File: src/rtl/sbqm_pkg.sv
// Shared types and constants for the bank-queue teller scheduler.
// Holds the teller state encoding, teller count and default call timeout.
package sbqm_pkg;

  localparam int unsigned NT          = 3;
  localparam int unsigned TIMEOUT_DEF = 15;
  localparam int unsigned ID_W        = 2;
  localparam int unsigned TKT_W       = 3;
  localparam int unsigned PCNT_W      = 3;
  localparam int unsigned WCNT_W      = 4;

  typedef enum logic [1:0] {
    ST_OFF   = 2'b00,
    ST_FREE  = 2'b01,
    ST_CALL  = 2'b10,
    ST_SERVE = 2'b11
  } teller_state_t;

  // Folds an index in 0..2*NT-2 back into 0..NT-1.
  function automatic logic [ID_W-1:0] wrap_idx(input logic [ID_W:0] v);
    return (v >= (ID_W+1)'(NT)) ? ID_W'(v - (ID_W+1)'(NT)) : ID_W'(v);
  endfunction

endpackage

File: src/rtl/sbqm_teller_fsm.sv
// One teller desk: OFF/FREE/CALL/SERVE state machine plus the call wait counter.
// timeout_c flags the cycle in which an unanswered call gives up.
module sbqm_teller_fsm #(
  parameter int unsigned TIMEOUT = sbqm_pkg::TIMEOUT_DEF
) (
  input  logic       clk,
  input  logic       rst,
  input  logic       on_duty,
  input  logic       tack,
  input  logic       tfree,
  input  logic       grant,
  output logic [1:0] state,
  output logic       timeout_c
);
  import sbqm_pkg::*;

  localparam logic [WCNT_W-1:0] LAST = WCNT_W'(TIMEOUT - 1);

  teller_state_t      st;
  logic [WCNT_W-1:0]  wcnt;

  assign state = st;

  // An arriving customer beats the timeout in the same cycle.
  assign timeout_c = (st == ST_CALL) && !tack && (wcnt == LAST);

  always_ff @(posedge clk or negedge rst) begin
    if (!rst) begin
      st   <= ST_OFF;
      wcnt <= '0;
    end else begin
      case (st)
        ST_OFF: begin
          if (on_duty) st <= ST_FREE;
        end
        ST_FREE: begin
          if (!on_duty) begin
            st <= ST_OFF;
          end else if (grant) begin
            st   <= ST_CALL;
            wcnt <= '0;
          end
        end
        ST_CALL: begin
          // Duty changes only take effect once the call is resolved.
          if (tack) begin
            st <= ST_SERVE;
          end else if (timeout_c) begin
            st <= on_duty ? ST_FREE : ST_OFF;
          end else if (wcnt != LAST) begin
            wcnt <= wcnt + 1'b1;
          end
        end
        ST_SERVE: begin
          if (tfree) st <= on_duty ? ST_FREE : ST_OFF;
        end
        default: st <= ST_OFF;
      endcase
    end
  end

endmodule

File: src/rtl/sbqm_teller_sched.sv
// Teller scheduler: round-robin grants free tellers to waiting customers,
// issues tickets and reports busy/staffed status and call no-shows.
module sbqm_teller_sched #(
  parameter int unsigned TIMEOUT = sbqm_pkg::TIMEOUT_DEF,
  parameter int unsigned NT      = sbqm_pkg::NT
) (
  input  logic                          clk,
  input  logic                          rst,
  input  logic [sbqm_pkg::PCNT_W-1:0]   pcount,
  input  logic [NT-1:0]                 on_duty,
  input  logic [NT-1:0]                 tack,
  input  logic [NT-1:0]                 tfree,
  output logic                          call,
  output logic [sbqm_pkg::ID_W-1:0]     call_id,
  output logic [sbqm_pkg::TKT_W-1:0]    ticket,
  output logic [NT-1:0]                 busy,
  output logic [1:0]                    tcount,
  output logic                          noshow
);
  import sbqm_pkg::*;

  logic [1:0]      st [NT];
  logic [NT-1:0]   timeout_v;
  logic [NT-1:0]   grant_v;
  logic [NT-1:0]   free_v;
  logic [NT-1:0]   call_v;
  logic [NT-1:0]   live_v;

  logic [ID_W-1:0] rr_ptr;
  logic [ID_W-1:0] gnt_idx;
  logic [ID_W-1:0] cand;
  logic            gnt_found;
  logic [ID_W:0]   n_call;
  logic [ID_W:0]   n_live;

  for (genvar i = 0; i < NT; i++) begin : g_teller
    sbqm_teller_fsm #(.TIMEOUT(TIMEOUT)) u_teller (
      .clk       (clk),
      .rst       (rst),
      .on_duty   (on_duty[i]),
      .tack      (tack[i]),
      .tfree     (tfree[i]),
      .grant     (grant_v[i]),
      .state     (st[i]),
      .timeout_c (timeout_v[i])
    );

    // A FREE teller leaving duty this cycle is not offered a customer.
    assign free_v[i] = (st[i] == ST_FREE) && on_duty[i];
    assign call_v[i] = (st[i] == ST_CALL);
    assign live_v[i] = (st[i] != ST_OFF);
    assign busy[i]   = (st[i] == ST_CALL) || (st[i] == ST_SERVE);
  end

  // Population counts of outstanding calls and staffed tellers.
  always_comb begin
    n_call = '0;
    n_live = '0;
    for (int i = 0; i < NT; i++) begin
      n_call = n_call + (ID_W+1)'(call_v[i]);
      n_live = n_live + (ID_W+1)'(live_v[i]);
    end
  end

  assign tcount = (n_live > (ID_W+1)'(3)) ? 2'd3 : 2'(n_live);

  // Only call when more customers wait than are already being called.
  always_comb begin
    gnt_found = 1'b0;
    gnt_idx   = '0;
    cand      = '0;
    if (pcount > PCNT_W'(n_call)) begin
      for (int k = 0; k < NT; k++) begin
        cand = wrap_idx((ID_W+1)'(rr_ptr) + (ID_W+1)'(k));
        if (!gnt_found && free_v[cand]) begin
          gnt_found = 1'b1;
          gnt_idx   = cand;
        end
      end
    end
    grant_v = gnt_found ? (NT'(1) << gnt_idx) : '0;
  end

  always_ff @(posedge clk or negedge rst) begin
    if (!rst) begin
      rr_ptr  <= '0;
      ticket  <= '0;
      call    <= 1'b0;
      call_id <= '0;
      noshow  <= 1'b0;
    end else begin
      call   <= gnt_found;
      noshow <= |timeout_v;
      if (gnt_found) begin
        call_id <= gnt_idx;
        ticket  <= ticket + 1'b1;
        rr_ptr  <= wrap_idx((ID_W+1)'(gnt_idx) + (ID_W+1)'(1));
      end
    end
  end

endmodule

File: config.mk
export PLATFORM = sky130hd
export DESIGN_NAME = sbqm_teller_sched
export DESIGN_NICKNAME = d
export VERILOG_FILES = /design/src/rtl/sbqm_pkg.sv /design/src/rtl/sbqm_teller_fsm.sv /design/src/rtl/sbqm_teller_sched.sv
export SDC_FILE = /design/constraint.sdc
export NUM_CORES = 1
export LEC_CHECK = 0
export ABC_AREA = 1
export ABC_CLOCK_PERIOD_IN_PS = 3040
export BUFFER_PORTS_ARGS = -buffer_cell sky130_fd_sc_hd__buf_2
export CORE_MARGIN = 3
export CORE_UTILIZATION = 57
export DETAILED_ROUTE_END_ITERATION = 8
export PLACE_DENSITY = 0.89
export SLEW_MARGIN = 20
export SYNTH_ARGS = -nofsm -noshare
export SYNTH_HDL_FRONTEND = slang
export SYNTH_SLANG_ARGS = --single-unit
File: constraint.sdc
create_clock -name clk -period 3.04 [get_ports clk]
set_clock_uncertainty 0.05 [all_clocks]
set_input_delay 0 -clock clk [delete_from_list [all_inputs] [get_ports clk]]
set_output_delay 0 -clock clk [all_outputs]
set_load 0.02 [all_outputs]
==> flow_summary.ini <==
[outcome]
outcome = finished, final reports clean

[sta]
rsz0062_at_grt = false
relSlewSlack = 0.5957
layout_min_cycle_time_ps = 2810
period_share = 0.9243
hold_violations = 0
tightestPinTransition_ps = 606.4
finalSetupViolations = 0
fin_setup_tns_ps = 0
max_freq_mhz = 355.9
drv_slew = 0

[global_route]
grt_max_degree = 28
grtUsageTotal = 0.2228
globalRoute.busiestLayer = met2
grt.met2_usage = 0.3763
grt_pass1_vias = 1600
grt_overflow = 0
grt_pass1_wl_mm = 7.203
use_met3 = 0.04745
antenna_found_initial = 0
grtUsageMet1 = 0.2830

[worst_setup_path]
crit_family = simple AND/OR/NAND/NOR gates
timing.rr.start = g_teller[2].u_teller.state[1]
worstSetupStartpointType = register
crit_chain = inv_1 -> nor2_1 -> xor2_1 -> ha_1 -> a21oi_1 -> ha_1 -> inv_1 -> nor2_1 -> o21ai_0 -> nand2_2 -> nand3_2 -> inv_1 -> ha_1 -> nand4_1 -> nand2_1 -> nand2_1 -> nand2_1 -> nand2_1
criticalPathCategory = reg2reg
cp_num_buf_inv = 3
cp_max_fo = 6
slowest_stage = dfrtp_2
worstPathArrival_ps = 3070
crit_required_ps = 3300
max_stage_delay_ps = 470
endpoint_kind = register
crit_top_cell = nand2_1
startpoint = g_teller[2].u_teller.state[1]

[drt]
first_pass_iters = 5
wl_per_cell_um = 12.78
drt-initial-drc-count = 107
vias = 1834
drtAntennaViolNets = 0
via_per_inst = 5.347
wirelength_mm = 4.384
route.detailed.drc = 0

[yosys]
synth-seq-cells = 27
ys_warn_count = 0
seq_area_frac_synth = 0.3479
ys.flop_type = dfrtp_1
syn_avg_cell_area_um2 = 7.246
synth.cell_area_um2 = 1942
async_reset_ff_frac = 1.000
synth_fp_nets = 298
ys_types = 28
syn_inst = 268
synth_edf_count = 0

[clock_tree]
cts.clk_slew.worst_paths_ps = 160
clkLatencyLatePin_ps = 350
cts_root_buf = clkbuf_4
cts.sinks = 27
cts_tree = built
cts_buffers = 3
ctsHtreeMaxLevel = 1
cts_buffer_depth = 2
cts_setup_buffers = 0

[cells_and_area]
area_growth_pct = 13.40
finalNetCount = 330
diodes = 0
final_layout_size_suffix_gt1_frac = 0.1639
fin_area_um2 = 2202

[die]
dieArea_um2 = 4143
die_h_um = 64.37
rows = 20
io_pins = 26
coreArea_um2 = 3153
die_w_um = 64.37
start_util = 0.6159

[run]
max-cap-violations = 0

[placement]
dp_hpwl_mm = 3.346
io_buffers = 25
placed_area_um2 = 2122
gp_congestion = 0.9830

[pwr]
comb_power_share = 0.661
p_leak_nw = 1.224
power_w = 0.002386
p_switching_w = 0.001312
p_seq_frac = 0.264
power.share.clock = 0.074
intPower_w = 0.001074
p_sw_frac = 0.5498
p_per_area_nw_per_um2 = 1083
irDropWorstVdd_v = 0.0007184

[worst_hold_path]
min-delay-start = on_duty[2]
min_path_type = in2reg
## power groups by stage
stage / combinational [W] / sequential [W] / clock [W]
after detailed placement: 0.00153 / 0.000634 / 0
after global routing: 0.00177 / 0.000654 / 0.000195
after global placement: 0.00147 / 0.000626 / 0
final: 0.00158 / 0.000630 / 0.000177
after floorplan: 0.00115 / 0.000654 / 0
after CTS: 0.00154 / 0.000629 / 0.000180
## synth_stat cells, types with 2 or more instances
cell type / count / area [um2]
o211ai_1: 3 / 22.52
nor2_1: 25 / 93.84
inv_1: 36 / 135.1
nand3_1: 35 / 175.2
o31ai_1: 4 / 30.03
o21ai_1: 4 / 20.02
dfrtp_1: 27 / 675.7
and3_1: 2 / 12.51
nor2_4: 2 / 22.52
nand4_1: 6 / 37.54
xnor2_1: 5 / 43.79
nand2_2: 2 / 12.51
inv_2: 2 / 7.510
xor2_1: 4 / 35.03
ha_1: 15 / 187.7
nand2_1: 73 / 274.0
clkbuf_1: 3 / 11.26
a21oi_1: 6 / 30.03
o21ai_0: 5 / 25.02
## per-stage QoR
stage	util	hold slack (ps)	setup WS, ps	std cells
3_5_place_dp	0.6730	-7.379	148.0	336
4_1_cts	0.6925	3.973	118.7	343
5_1_grt	0.6984	34.32	12.18	343
3_3_place_gp	0.6730	-4.528	289.0	336
6_report	0.6984	18.30	230.3	343
2_1_floorplan	-	-345.6	415.0	268
## repair_timing
item	4_1_cts	5_1_grt
hold buffers	3	0
gates resized for setup	0	6
setup endpoints to repair	0	18
hold endpoints to repair	29	0
## cell families (layout without fill, tap and decap cells)
group,after synthesis,in the layout,share of synthesized area
buffers and inverters,42,73,0.08505
AND/OR/NAND/NOR,150,150,0.3409
XOR/XNOR,9,9,0.04059
AO/OA/AOI/OAI,24,24,0.07861
flip-flops,27,27,0.3479
adder cells (fa/ha/maj),16,16,0.1070
## worst register-to-register path: stages, from the launching register on
cell,delay [ps]
dfrtp_2,470
inv_1,120
nor2_1,80
xor2_1,150
ha_1,180
a21oi_1,120
ha_1,250
inv_1,60
nor2_1,30
o21ai_0,190
nand2_2,170
nand3_2,140
inv_1,50
ha_1,210
nand4_1,100
nand2_1,120
nand2_1,150
nand2_1,70
nand2_1,60
## worst paths after layout
| check | to | cells past startpoint | slack [ps] |
|---|---|---|---|
| setup / recovery | g_teller[1].u_teller.wcnt[3] | 18 | 230 |
| hold / removal | g_teller[2].u_teller.state[1] | 4 | 20 |
| setup reg to reg | g_teller[1].u_teller.wcnt[3] | 18 | 230 |
| hold reg to reg | ticket[2] | 1 | 440 |
| max in group asynchronous | g_teller[2].u_teller.state[1] | 2 | 2410 |
| min in group asynchronous | g_teller[2].u_teller.state[0] | 2 | 110 |
## layer usage
layer / vias to the layer above / share of wire
met3: 4 / 0.053
met2: 57 / 0.47
met1: 851 / 0.46
met4: 0 / 0.011
li1: 922 / -
met5: - / 0
## state kept, by name, summed over array words and instances (netlist names)
register and cells:
call_id 2, g_teller.u_teller.wcnt 12, noshow 1, call 1, g_teller.u_teller.state 6, rr_ptr 2
ticket 3
## layout by cell type, fill, tap and decap left out
cell type	netlist	layout
clkbuf_4	0	3
nand3_1	35	33
inv_2	2	2
fa_1	1	1
o21ai_0	5	5
o31ai_1	4	4
nor2_2	1	1
nor3_1	1	1
nand2_1	73	70
and3_1	2	2
o211ai_1	3	3
nand4_1	6	6
ha_1	15	15
xor2_1	4	4
nor2_1	25	25
dfrtp_1	27	26
inv_6	0	1
o21ai_4	1	1
xnor2_1	5	5
or2_2	1	1
dlygate4sd3_1	0	3
nand2_2	2	5
buf_4	0	3
o21ai_1	4	4
a21oi_2	1	1
a21oi_1	6	6
nor2_4	2	2
dfrtp_2	0	1
buf_2	0	25
inv_1	36	36
nand3_2	1	3
and2_1	1	1
## layout make-up
type	count	area [um2]
tap	44	55.05
multi-input combinational	199	1119
clock inverter	1	8.758
inverter	38	142.6
fill	270	950.9
timing repair buffer	31	177.7
clock buffer	3	22.52
sequential	27	676.9
(Power assumes the default switching activity.)
